[src/rtl/control_pkg.sv]
// Shared encodings for the RV32I multicycle/single-cycle controllers:
// FSM states, opcodes, ALU codes and datapath mux selects.
package control_pkg;

  typedef enum logic [3:0] {
    S_FETCH    = 4'd0,
    S_DECODE   = 4'd1,
    S_MEMADR   = 4'd2,
    S_MEMREAD  = 4'd3,
    S_MEMWB    = 4'd4,
    S_MEMWRITE = 4'd5,
    S_EXECUTER = 4'd6,
    S_EXECUTEI = 4'd7,
    S_ALUWB    = 4'd8,
    S_BEQ      = 4'd9,
    S_JAL      = 4'd10
  } state_t;

  localparam logic [6:0] OP_LW     = 7'b0000011;
  localparam logic [6:0] OP_SW     = 7'b0100011;
  localparam logic [6:0] OP_R      = 7'b0110011;
  localparam logic [6:0] OP_I      = 7'b0010011;
  localparam logic [6:0] OP_BRANCH = 7'b1100011;
  localparam logic [6:0] OP_JAL    = 7'b1101111;

  localparam logic [2:0] ALU_ADD = 3'b000;
  localparam logic [2:0] ALU_SUB = 3'b001;
  localparam logic [2:0] ALU_AND = 3'b010;
  localparam logic [2:0] ALU_OR  = 3'b011;
  localparam logic [2:0] ALU_SLT = 3'b101;

  localparam logic [1:0] ALUOP_ADD   = 2'b00;
  localparam logic [1:0] ALUOP_SUB   = 2'b01;
  localparam logic [1:0] ALUOP_FUNCT = 2'b10;

  localparam logic [1:0] SRCA_PC    = 2'b00;
  localparam logic [1:0] SRCA_OLDPC = 2'b01;
  localparam logic [1:0] SRCA_A     = 2'b10;

  localparam logic [1:0] SRCB_WD   = 2'b00;
  localparam logic [1:0] SRCB_IMM  = 2'b01;
  localparam logic [1:0] SRCB_FOUR = 2'b10;

  localparam logic [1:0] RES_ALUOUT = 2'b00;
  localparam logic [1:0] RES_DATA   = 2'b01;
  localparam logic [1:0] RES_ALURES = 2'b10;

  localparam logic [1:0] IMM_I = 2'b00;
  localparam logic [1:0] IMM_S = 2'b01;
  localparam logic [1:0] IMM_B = 2'b10;
  localparam logic [1:0] IMM_J = 2'b11;

endpackage

[src/rtl/alu_decoder.sv]
// Combinational ALU operation decode from ALUOp and instruction fields.
// Shared between the single-cycle and multicycle controllers.
module alu_decoder
  import control_pkg::*;
(
  input  logic [1:0] ALUOp,
  input  logic [2:0] funct3,
  input  logic       op5,
  input  logic       funct7b5,
  output logic [2:0] ALUControl
);

  always_comb begin
    ALUControl = ALU_ADD;
    case (ALUOp)
      ALUOP_ADD: ALUControl = ALU_ADD;
      ALUOP_SUB: ALUControl = ALU_SUB;
      default: begin
        case (funct3)
          // only R-type (op5=1) can encode sub; addi with imm[10]=1 stays add
          3'b000:  ALUControl = (op5 & funct7b5) ? ALU_SUB : ALU_ADD;
          3'b010:  ALUControl = ALU_SLT;
          3'b110:  ALUControl = ALU_OR;
          3'b111:  ALUControl = ALU_AND;
          default: ALUControl = ALU_ADD;
        endcase
      end
    endcase
  end

endmodule

[src/rtl/multicycle_control_fsm.sv]
// Main controller for the multicycle RV32I datapath: Moore FSM sequencing
// the shared memory/ALU muxes, plus ALU and immediate decode.
module multicycle_control_fsm
  import control_pkg::*;
#(
  parameter logic [3:0] RESET_STATE = 4'd0
)(
  input  logic       clk,
  input  logic       reset,
  input  logic [6:0] op,
  input  logic [2:0] funct3,
  input  logic       funct7b5,
  input  logic       zero,
  output logic       AdrSrc,
  output logic       PCWrite,
  output logic       IRWrite,
  output logic       RegWrite,
  output logic       MemWrite,
  output logic [1:0] ALUSrcA,
  output logic [1:0] ALUSrcB,
  output logic [1:0] ResultSrc,
  output logic [2:0] ALUControl,
  output logic [1:0] ImmSrc,
  output logic       IllegalOp,
  output logic [3:0] state
);

  state_t     state_q, state_d;
  logic [1:0] alu_op;
  logic       pc_update, branch;
  logic       ir_write_raw, reg_write_raw, mem_write_raw, illegal_raw;

  always_ff @(posedge clk) begin
    if (reset) state_q <= state_t'(RESET_STATE);
    else       state_q <= state_d;
  end

  always_comb begin
    state_d       = S_FETCH;
    AdrSrc        = 1'b0;
    ir_write_raw  = 1'b0;
    reg_write_raw = 1'b0;
    mem_write_raw = 1'b0;
    ALUSrcA       = SRCA_PC;
    ALUSrcB       = SRCB_WD;
    ResultSrc     = RES_ALUOUT;
    alu_op        = ALUOP_ADD;
    pc_update     = 1'b0;
    branch        = 1'b0;
    illegal_raw   = 1'b0;
    case (state_q)
      S_FETCH: begin
        state_d      = S_DECODE;
        ir_write_raw = 1'b1;
        ALUSrcB      = SRCB_FOUR;
        ResultSrc    = RES_ALURES;
        pc_update    = 1'b1;
      end
      S_DECODE: begin
        ALUSrcA = SRCA_OLDPC;
        ALUSrcB = SRCB_IMM;
        case (op)
          OP_LW, OP_SW: state_d = S_MEMADR;
          OP_R:         state_d = S_EXECUTER;
          OP_I:         state_d = S_EXECUTEI;
          OP_BRANCH:    state_d = S_BEQ;
          OP_JAL:       state_d = S_JAL;
          default: begin
            state_d     = S_FETCH;
            illegal_raw = 1'b1;
          end
        endcase
      end
      S_MEMADR: begin
        state_d = (op == OP_LW) ? S_MEMREAD : S_MEMWRITE;
        ALUSrcA = SRCA_A;
        ALUSrcB = SRCB_IMM;
      end
      S_MEMREAD: begin
        state_d = S_MEMWB;
        AdrSrc  = 1'b1;
      end
      S_MEMWB: begin
        ResultSrc     = RES_DATA;
        reg_write_raw = 1'b1;
      end
      S_MEMWRITE: begin
        AdrSrc        = 1'b1;
        mem_write_raw = 1'b1;
      end
      S_EXECUTER: begin
        state_d = S_ALUWB;
        ALUSrcA = SRCA_A;
        alu_op  = ALUOP_FUNCT;
      end
      S_EXECUTEI: begin
        state_d = S_ALUWB;
        ALUSrcA = SRCA_A;
        ALUSrcB = SRCB_IMM;
        alu_op  = ALUOP_FUNCT;
      end
      S_ALUWB: reg_write_raw = 1'b1;
      S_BEQ: begin
        ALUSrcA = SRCA_A;
        alu_op  = ALUOP_SUB;
        branch  = 1'b1;
      end
      S_JAL: begin
        state_d   = S_ALUWB;
        ALUSrcA   = SRCA_OLDPC;
        ALUSrcB   = SRCB_FOUR;
        pc_update = 1'b1;
      end
      default: state_d = S_FETCH;
    endcase
  end

  // funct3[0] flips the zero test so one state serves both beq and bne
  assign PCWrite   = ~reset & (pc_update | (branch & (zero ^ funct3[0])));
  assign IRWrite   = ~reset & ir_write_raw;
  assign RegWrite  = ~reset & reg_write_raw;
  assign MemWrite  = ~reset & mem_write_raw;
  assign IllegalOp = ~reset & illegal_raw;
  assign state     = state_q;

  always_comb begin
    case (op)
      OP_SW:     ImmSrc = IMM_S;
      OP_BRANCH: ImmSrc = IMM_B;
      OP_JAL:    ImmSrc = IMM_J;
      default:   ImmSrc = IMM_I;
    endcase
  end

  alu_decoder u_alu_dec (
    .ALUOp      (alu_op),
    .funct3     (funct3),
    .op5        (op[5]),
    .funct7b5   (funct7b5),
    .ALUControl (ALUControl)
  );

endmodule

[config.mk]
export PLATFORM = sky130hd
export DESIGN_NAME = multicycle_control_fsm
export DESIGN_NICKNAME = d
export VERILOG_FILES = /design/src/rtl/control_pkg.sv /design/src/rtl/alu_decoder.sv /design/src/rtl/multicycle_control_fsm.sv
export SDC_FILE = /design/constraint.sdc
export NUM_CORES = 1
export LEC_CHECK = 0
export CORE_MARGIN = 2
export CORE_UTILIZATION = 30
export DETAILED_ROUTE_END_ITERATION = 6
export PLACE_DENSITY = 0.75
export SYNTH_ARGS = -nofsm -noshare
export SYNTH_HDL_FRONTEND = slang
export SYNTH_SLANG_ARGS = --single-unit
export TNS_END_PERCENT = 50
[constraint.sdc]
create_clock -name clk -period 1.25 [get_ports clk]
set_input_delay 0.1875 -clock clk [delete_from_list [all_inputs] [get_ports clk]]
set_output_delay 0.1875 -clock clk [all_outputs]
set_load 0.02 [all_outputs]
==> flow_summary.toml, run 1 <==
[synthesis]
synth.area.top_cells = "dfxtp_1 16%, nor3_1 10%, nor2_1 8.3%"
synth.yosys.seq_area_share = 0.1600
synthesis.nets = 91
netlist_top_cells_count = "11 x nor2_1, 10 x nor3_1, 7 x a21oi_1, 5 x nand2_1"
synth-edff-count = 0
synth_flop_cell = "dfxtp_1"
yosysMostFrequentCell = "nor2_1"
yosysUniqueCellTypes = 32
synth_area_um2 = 500.5
synth_top_area_share = 0.1600
synth_seq_cells = 4
async_flop_share = 0
synth_warnings = 0
syn_inst = 77
syn-mean-instance-area_um2 = 6.500
synth_top_area_cell = "dfxtp_1"

[die]
die_area_um2 = 2011
fp.dieW_um = 44.85
num_io_pins = 35
die_h_um = 44.85
start_util = 0.3247
core_um2 = 1541
rows = 14

[timing]
layout_min_cycle_time_ns = 1.577
tightestPinTransition_ns = 0.2780
rsz0062_at_grt = "true"
setup_violations = 19
slew_viol_final = 0
fmax_ghz = 0.6341
fin_skew_ns = 0.001791
finalHoldViolCount = 0
fin_crit_sh = 1.262
fin_ws_ns = -0.3270
maxSlewHeadroom = 0.8132

[placed_design]
dp_hpwl_um = 1684
pre_cts_ws_ns = -0.8918
place_area_um2 = 1202
gp_congestion = 0.8927
io_buffers = 34

[layout]
syn_to_final_growth_pct = 190.8
largest_register_ffs = 4
fin_nets = 161
final_area_um2 = 1455
multi_input_area_um2 = 668.1
ff_latch_area_um2 = 95.09
drive_gt1_frac = 0.7534
antennaDiodeCount = 0
fill_cells = 49

[routing]
vias_per_cell = 6.123
vias = 992
drc = 0
wl_per_cell_um = 21.55
totalWireLength_um = 3491
antenna_left = 0
first_pass_iters = 4
drtIter0Drc = 32

[hold_path]
whs_path_depth = 4
whs_endpoint = "state[0]"
hold_path_class = "primary input to register"
hp-start = "op[2]"

[grt]
grtUsageTotal = 0.2905
grt_max_degree = 8
grt_antenna_before_repair = 0
grt-ovfl-total = 0
grt_first_pass_wirelength_um = 4291
grt_pass1_vias = 1013

[critical_path]
rrSetupSlack_ns = -0.11
r2r-start = "state[1]"
crit_buf_inv = 2
required_ns = 1.06
crit_chain = "buf_6 -> and3_4 -> o21ai_4 -> a211oi_4 -> buf_6"
cp_max_fo = 7
r2r_cells = 5
arrival_ns = 1.39
crit_family = "flip-flops"
crit_path_frequent_cell = "buf_6"
start_kind = "register"
path_class = "register to primary output"
crit_path_end_kind = "primary output"
slowest_stage = "dfxtp_4"
worstReg2RegEnd = "state[2]"
max_stage_delay_ns = 0.38

[run]
maxCapViolations = 0

[clock_network]
cts_tree = "built"
clock_path_buffers = 2
cts_hold_buffers = 0
clk_pin_slew_ns = 0.05
cts.sinks = 4
htreeDepth = 1
clk_latency_ns = 0.25
root_buffer = "clkbuf_4"
cts_buffers = 3

[pwr]
ir_drop_v = 0.0004854
power_w = 0.0006510
powerDensity_nw_per_um2 = 447.4
leakage_nw = 0.6859

[outcome]
violations = "negative setup slack"
status = "finished, violations left"
layout make-up:
| class | count | share of cell area |
|---|---|---|
| tap | 16 | 0.01376 |
| sequential | 4 | 0.06535 |
| clock buffer | 4 | 0.01806 |
| timing repair buffer | 69 | 0.4325 |
| inverter | 3 | 0.01118 |
| multi-input combinational | 66 | 0.4592 |
through the flow:
step / utilization / hold slack (ns) / setup TNS (ns) / std cells
2_1_floorplan: - / 0.2816 / -0.3615 / 77
3_3_place_gp: 0.7800 / 0.6007 / -11.15 / 153
3_5_place_dp: 0.7800 / 0.6082 / -11.89 / 153
4_1_cts: 0.8782 / 0.4894 / -2.755 / 158
5_1_grt: 0.9440 / 0.5002 / -4.793 / 162
6_report: 0.9440 / 0.5025 / -3.759 / 162
cells in the final DEF, fill, tap and decap left out, drive strengths merged:
cell type | Yosys | final
a211oi | 2 | 2
a21boi | 1 | 1
a21oi | 7 | 7
a31oi | 1 | 1
and3 | 1 | 1
buf | 3 | 54
clkbuf | 1 | 5
clkdlybuf4s15 | 0 | 4
clkdlybuf4s50 | 0 | 2
dfxtp | 4 | 4
dlygate4sd2 | 0 | 7
dlymetal6s2s | 0 | 1
inv | 3 | 3
mux2 | 1 | 1
nand2 | 5 | 5
nand2b | 2 | 2
nand3 | 2 | 2
nand3b | 1 | 1
nor2 | 11 | 11
nor2b | 4 | 4
nor3 | 11 | 11
nor4 | 3 | 3
o211a | 1 | 1
o211ai | 1 | 1
o21ai | 2 | 2
o31ai | 2 | 2
o41ai | 1 | 1
or2 | 1 | 1
or3 | 2 | 2
or4 | 1 | 1
xnor2 | 1 | 1
xor2 | 2 | 2
what timing repair did:
| action | CTS | global route |
|---|---|---|
| setup buffers | 1 | 4 |
| endpoints found under the setup margin | 25 | 22 |
| pin swaps | 12 | 3 |
| gates resized for setup | 154 | 25 |
worst max-delay path by stage:
| stage | start | endpoint | slack, ns | depth (start not counted) |
|---|---|---|---|---|
| after floorplan | state[2] | IRWrite | -0.09 | 3 |
| after global placement | op[5] | ImmSrc[0] | -0.84 | 6 |
| after detailed placement | op[5] | ImmSrc[0] | -0.89 | 6 |
| after CTS | state[3] | PCWrite | -0.29 | 5 |
| after global routing | state[3] | PCWrite | -0.38 | 5 |
| final | state[3] | PCWrite | -0.33 | 5 |
report_power, final:
part           switching (W)  leakage [nW]  internal [W]  total, W
combinational       0.000161         0.635      0.000158  0.000319
sequential        0.00000864        0.0355      0.000124  0.000133
clock              0.0000776        0.0150      0.000121  0.000199
total               0.000247         0.686      0.000404  0.000651
logic make-up (layout without fill, tap and decap cells):
logic type	after synthesis	in the layout	share of synthesized area
AO/OA/AOI/OAI	18	18	0.2300
multiplexers	1	1	0.02250
flip-flops	4	4	0.1600
buffers and inverters	7	76	0.05748
XOR/XNOR	3	3	0.05251
AND/OR/NAND/NOR	44	44	0.4775
routing by layer:
metal | part of all wire | wire (µm) | global-route usage | up-vias
met5 | 0 | 0 | 0 | -
met2 | 0.54 | 1869 | 0.5826 | 82
li1 | - | - | - | 424
met1 | 0.33 | 1146 | 0.2864 | 466
met3 | 0.083 | 290 | 0.04800 | 20
met4 | 0.053 | 185 | 0.1235 | 0
tightest hold or removal path, stage by stage:
cell and delay, ns:
clkdlybuf4s15_1 0.19, or2_4 0.16, or4_4 0.13, a21oi_2 0.04
(Power assumes the default switching activity.)
==> run 2: changes to the inputs <==
- SLEW_MARGIN: default -> 5
- TNS_END_PERCENT: 50 -> 100
==> run 2 against run 1 <==
Net effect: the flow now stops in global routing (5_1_grt); synthesized area unchanged; synthesized cell count unchanged.
==> flow_summary.toml, run 2 <==
[clock_network]
cts_hold_buffers = 0
root_buffer = "clkbuf_4"
cts_buffers = 3
htreeDepth = 1
cts.sinks = 4
clock_path_buffers = 2

[synthesis]
synthAdderAreaFrac = 0
syn-mean-instance-area_um2 = 6.500
synthSimpleGateAreaFrac = 0.4775
synth_warnings = 0
synth_seq_cells = 4
async_flop_share = 0
synth.area.mux_share = 0.02250
synth-compound-area-share = 0.2300
synth_top_area_share = 0.1600
synthesis.nets = 91
yosysMostFrequentCell = "nor2_1"
synth_flop_cell = "dfxtp_1"
yosysUniqueCellTypes = 32
synth.yosys.seq_area_share = 0.1600
synth_top_family_by_area = "simple AND/OR/NAND/NOR gates"
synth_xor_area_frac = 0.05250
synth.area.top_cells = "dfxtp_1 16%, nor3_1 10%, nor2_1 8.3%"
syn_inst = 77
synth-edff-count = 0
netlist_top_cells_count = "11 x nor2_1, 10 x nor3_1, 7 x a21oi_1, 5 x nand2_1"
synth_area_um2 = 500.5
synth_top_area_cell = "dfxtp_1"

[grt]
grt_antenna_before_repair = 0
grt_max_degree = 12

[outcome]
stop_stage = "global routing (5_1_grt)"
status = "did not finish"
error = "[ERROR DPL-0033] detailed placement checks failed during check placement."

[placed_design]
io_buffers = 34
dp_cells = 153
dp_hpwl_um = 1710
pre_cts_ws_ns = -0.8389
gp_congestion = 0.8105

[die]
start_util = 0.3247
rows = 14
fp.dieW_um = 44.85
num_io_pins = 35
die_h_um = 44.85

[timing]
crit_endpoint = "ALUSrcA[0]"
worstEndpointType = "top-level output"
[run 2: cells by family after synthesis]
| logic type | after synthesis |
|---|---|
| AND/OR/NAND/NOR | 44 |
| AO/OA/AOI/OAI | 18 |
| buffers and inverters | 7 |
| flip-flops | 4 |
| XOR/XNOR | 3 |
| multiplexers | 1 |
[run 2: through the flow]
stage                     TNS (ns)  cell area (µm²)
after floorplan            -0.2162            681.9
after global placement      -11.07             1212
after detailed placement    -11.49             1212
after CTS                   -2.937             1344
[run 2: repair_timing]
action,in CTS
pin swaps,14
setup endpoints to repair,25
gates resized for setup,154
setup buffers,6
==> run 3: changes to the inputs <==
- CORE_AREA: default -> 2 2 63 65
- CORE_MARGIN: 2 -> default
- CORE_UTILIZATION: 30 -> default
- DIE_AREA: default -> 0 0 65 67
- PLACE_DENSITY: 0.75 -> default
- PLACE_DENSITY_LB_ADDON: default -> 0.15
- clock period: 1.25 -> 1.6 ns (I/O delays scaled with it)
==> run 3 against run 2 <==
Net effect: the run now ends clean.
==> flow_summary.toml, run 3 (synthesized netlist as in run 1, its figures left out) <==
[critical_path]
crit_path_end_kind = "primary output"
crit_path_frequent_cell = "nor2_1"
cp_max_fo = 5
slowest_stage = "clkdlybuf4s50_1"
arrival_ns = 1.35
path_class = "primary input to primary output"
crit_family = "buffers and inverters"
required_ns = 1.36
crit_buf_inv = 2
crit_chain = "clkdlybuf4s50_1 -> nand2_4 -> nor3_4 -> nor2_1 -> nor2_1 -> buf_4"
max_stage_delay_ns = 0.50
start_kind = "primary input"

[placed_design]
io_buffers = 34
dp_hpwl_um = 1749
place_area_um2 = 1194
pre_cts_ws_ns = -0.6134
gp_congestion = 0.6829
dp_cells = 192

[die]
die_h_um = 67
die_area_um2 = 4355
core_um2 = 3606
start_util = 0.1388
fp.dieW_um = 65
rows = 22
num_io_pins = 35

[clock_network]
clk_latency_ns = 0.22
clk_pin_slew_ns = 0.03
root_buffer = "clkbuf_8"
cts.sinks = 4
cts_tree = "built"
htreeDepth = 1
clock_path_buffers = 2
cts_buffers = 3

[routing]
vias_per_cell = 4.224
wl_per_cell_um = 10.94
drc = 0
totalWireLength_um = 2145
first_pass_iters = 2
drtIter0Drc = 5
antenna_left = 0
vias = 828

[layout]
final_area_um2 = 1259
syn_to_final_growth_pct = 151.5
fin_nets = 164
layout_commonest_cell = "buf_4"
finalNonFillerCells = 196
antennaDiodeCount = 0
final_cell_mix = "43 x buf_4, 10 x buf_2, 9 x nor2_1, 9 x dlygate4sd2_1"
multi_input_area_um2 = 501.7
ff_latch_area_um2 = 87.58
drive_gt1_frac = 0.5811
fill_cells = 409
largest_register_ffs = 4

[timing]
fmax_ghz = 0.6276
tns_ns = 0
fin_ws_ns = 0.006504
tightestPinTransition_ns = 0.2606
slew_viol_final = 0
rsz0062_at_grt = "true"
fin_crit_sh = 0.9959
layout_min_cycle_time_ns = 1.593
maxSlewHeadroom = 0.8262
fin_skew_ns = 0.001410
finalHoldViolCount = 0
setup_violations = 0

[outcome]
status = "finished clean"

[grt]
grt-ovfl-total = 0
grtUsageTotal = 0.1024
grt_first_pass_wirelength_um = 3456
grt_pass1_vias = 797
grt_max_degree = 10
grt_antenna_before_repair = 0

[pwr]
power_w = 0.0005143
ir_drop_v = 0.0001528
leakage_nw = 0.6148
powerDensity_nw_per_um2 = 408.6

[hold_path]
hold_path_class = "primary input to register"

[run]
maxCapViolations = 0
-- run 3: worst register-to-register path, stage by stage (launching register included) --
cell and delay, ns:
dfxtp_2 0.33, buf_4 0.15, or4_1 0.53, a21oi_1 0.15
-- run 3: path summary, 6_finish.rpt --
| kind | slack [ns] | endpoint | from | depth (start not counted) |
|---|---|---|---|---|
| hold reg to reg | 0.59 | state[0] | state[0] | 2 |
| setup / recovery | 0.007 | ImmSrc[0] | op[0] | 6 |
| hold / removal | 0.51 | state[0] | op[1] | 4 |
| setup reg to reg | 0.36 | state[0] | state[1] | 3 |
-- run 3: cell type report --
class                   instances  area share
flip-flops and latches          4     0.06958
well taps                      48     0.04771
clock buffers                   3     0.03280
inverters                       3    0.008946
repair buffers                 72      0.4423
multi-input cells              66      0.3986
-- run 3: repair_timing --
item | 4_1_cts | 5_1_grt
gates resized for setup | 102 | 20
pin swaps | 5 | 3
endpoints found under the setup margin | 21 | 11
hold buffers | 0 | 0
setup buffers | 0 | 1
-- run 3: through the flow --
step	hold WS, ns	util
final	0.5114	0.3491
after detailed placement	0.5971	0.3310
after CTS	0.5455	0.3307
after global placement	0.5810	0.3310
after global routing	0.5417	0.3491
after floorplan	0.3417	-
-- run 3: power breakdown --
group	switching, W	internal [W]
clock network	0.0000546	0.000160
registers	0.00000244	0.000102
logic	0.0000925	0.000103
total	0.000150	0.000365
-- run 3: routing by layer --
layer	vias up	part of all wire	global-route usage
met5	-	0	0
met4	0	0.014	0.03989
met3	4	0.054	0.02365
met2	26	0.48	0.1817
met1	376	0.45	0.1185
li1	422	-	-
==> run 4: changes to the inputs <==
- ABC_AREA: default -> 1
- SKIP_LAST_GASP: default -> 1
==> run 4 against run 3 <==
Net effect: critical path depth increased by 1; via count decreased by 4.7%; highest routed layer unchanged; worst setup slack improved by 0.0036 ns; first-iteration DRC count increased to 5.2 times the previous value; total power decreased by 5.9%; final cell count increased by 6.6%; sequential power about the same; critical path type unchanged; flip-flop and latch count unchanged; clock power decreased by 2%; synthesized area increased by 0.50%; die area unchanged.
==> flow_summary.toml, run 4 <==
[timing]
fmax_ghz = 0.6290
finalHoldViolCount = 0
fin_ws_ns = 0.01007
setup_violations = 0
tightestPinTransition_ns = 0.2148
layout_min_cycle_time_ns = 1.590
maxSlewHeadroom = 0.8564
rsz0062_at_grt = "true"
fin_skew_ns = 0.003560
slew_viol_final = 0
fin_crit_sh = 0.9937

[grt]
grt_antenna_before_repair = 0
grt_max_degree = 7
met1_usage = 0.1036
top_usage_layer = "met2"
grtUsageTotal = 0.09431
grt.met2_usage = 0.1778
grt_first_pass_wirelength_um = 3215
grt_pass1_vias = 816
grt-ovfl-total = 0
grt_util_met3 = 0.01520

[clock_network]
htreeDepth = 1
cts_buffers = 3
cts_tree = "built"
cts_hold_buffers = 0
clk_pin_slew_ns = 0.03
root_buffer = "clkbuf_8"
clock_path_buffers = 2
cts_setup_buffers = 0
cts.sinks = 4
clk_latency_ns = 0.22

[die]
fp.dieW_um = 65
start_util = 0.1395
core_um2 = 3606
die_h_um = 67
die_area_um2 = 4355
num_io_pins = 35
rows = 22

[critical_path]
r2r_cells = 8
cp_max_fo = 3
required_ns = 1.36
crit_path_end_kind = "primary output"
max_stage_delay_ns = 0.50
slowest_stage = "clkdlybuf4s50_1"
start_kind = "primary input"
path_class = "primary input to primary output"
arrival_ns = 1.35
crit_chain = "clkdlybuf4s50_1 -> nand3_2 -> inv_2 -> nand2_1 -> nand2_2 -> and3_1 -> buf_4"

[layout]
syn_to_final_growth_pct = 124.1
largest_register_ffs = 4
multi_input_area_um2 = 366.6
fill_cells = 411
layout_commonest_cell = "buf_4"
drive_gt1_frac = 0.3975
antennaDiodeCount = 0
post-route-util = 0.3126
final_cell_mix = "32 x buf_4, 24 x nand2_1, 18 x nor2_1"
fin_nets = 177
ff_latch_area_um2 = 86.33

[synthesis]
yosysMostFrequentCell = "nand2_1"
synth.yosys.seq_area_share = 0.1592
synth_seq_cells = 4
synthesis.nets = 111
async_flop_share = 0
synthSimpleGateAreaFrac = 0.6269
synth_warnings = 0
netlist_top_cells_count = "26 x nand2_1, 20 x nor2_1, 17 x inv_1, 8 x nand3_1"
yosysUniqueCellTypes = 18
synth_flop_cell = "dfxtp_1"
synth_top_area_share = 0.1940
synthAdderAreaFrac = 0
synth.area.mux_share = 0
syn-mean-instance-area_um2 = 5.185
synth.area.top_cells = "nand2_1 19%, dfxtp_1 16%, nor2_1 15%"
synth-edff-count = 0
syn_inst = 97
synth_top_family_by_area = "simple AND/OR/NAND/NOR gates"
synth_xor_area_frac = 0
synth_top_area_cell = "nand2_1"
synth-compound-area-share = 0.07214
synth_area_um2 = 503.0

[routing]
antenna_left = 0
drtIter0Drc = 26
vias = 789
vias_per_cell = 3.775
totalWireLength_um = 1947
first_pass_iters = 4
wl_per_cell_um = 9.316
drc = 0

[placed_design]
gp_congestion = 0.7847
io_buffers = 34
dp_hpwl_um = 1620
pre_cts_ws_ns = -0.4836

[run]
maxCapViolations = 0

[hold_path]
whs_path_depth = 6
hold_path_class = "primary input to register"

[pwr]
leakage_nw = 0.6292
ir_drop_v = 0.0001356
powerDensity_nw_per_um2 = 429.4

[outcome]
status = "finished clean"
run 4: changes by cell type after synthesis, moves of 6 or more:
cell | before | now
nand2_1 | 5 | 26
nand3_1 | 2 | 8
nor2_1 | 11 | 20
nor3_1 | 10 | 0
inv_1 | 2 | 17
run 4: power breakdown:
part | leakage [nW] | internal (W) | switching (W)
Clock | 0.0216 | 0.000160 | 0.0000501
Combinational | 0.574 | 0.0000877 | 0.0000799
Sequential | 0.0341 | 0.000103 | 0.00000357
Total | 0.629 | 0.000351 | 0.000134
run 4: logic make-up (layout without fill, tap and decap cells):
family / Yosys count / count (layout)
flops: 4 / 4
simple gates: 68 / 68
compound gates: 6 / 6
buf+inv: 19 / 83
run 4: stage by stage:
stage / cell area [µm²] / total power, W / hold slack (ns) / cells / setup TNS [ns]
after floorplan: 503.0 / 0.0001732 / 0.3091 / 97 / 0
after detailed placement: 1106 / 0.0002841 / 0.7222 / 206 / -3.500
after global placement: 1106 / 0.0002844 / 0.7425 / 206 / -3.546
after global routing: 1127 / 0.0005138 / 0.6463 / 209 / -0.08168
final: 1127 / 0.0004841 / 0.5715 / 209 / 0
after CTS: 1132 / 0.0004899 / 0.7299 / 209 / -0.2139
run 4: layout make-up:
| cell class | instances | share of cell area |
|---|---|---|
| tap | 48 | 0.05327 |
| sequential | 4 | 0.07658 |
| clock buffer | 3 | 0.03663 |
| inverter | 19 | 0.06326 |
| timing repair buffer | 61 | 0.4451 |
| multi-input combinational | 74 | 0.3252 |
run 4: timing repair:
action / in CTS / in global routing
pin swaps: 0 / 6
endpoints found under the setup margin: 18 / 17
gates resized for setup: 45 / 31
run 4: critical path, delay by kind of cell:
kind	cells	cell delay, ns
buf+inv	3	0.69
simple gates	4	0.42
run 4: routing by layer:
layer | vias to the layer above | routed length, µm
li1 | 428 | -
met1 | 333 | 876
met2 | 26 | 954
met3 | 2 | 101
met4 | 0 | 15
met5 | - | 0
run 4: final timing paths:
kind | slack (ns) | startpoint | to
setup / recovery | 0.01 | op[5] | ImmSrc[0]
setup reg to reg | 0.47 | state[3] | state[1]
hold / removal | 0.57 | op[6] | state[0]
hold reg to reg | 0.67 | state[3] | state[0]
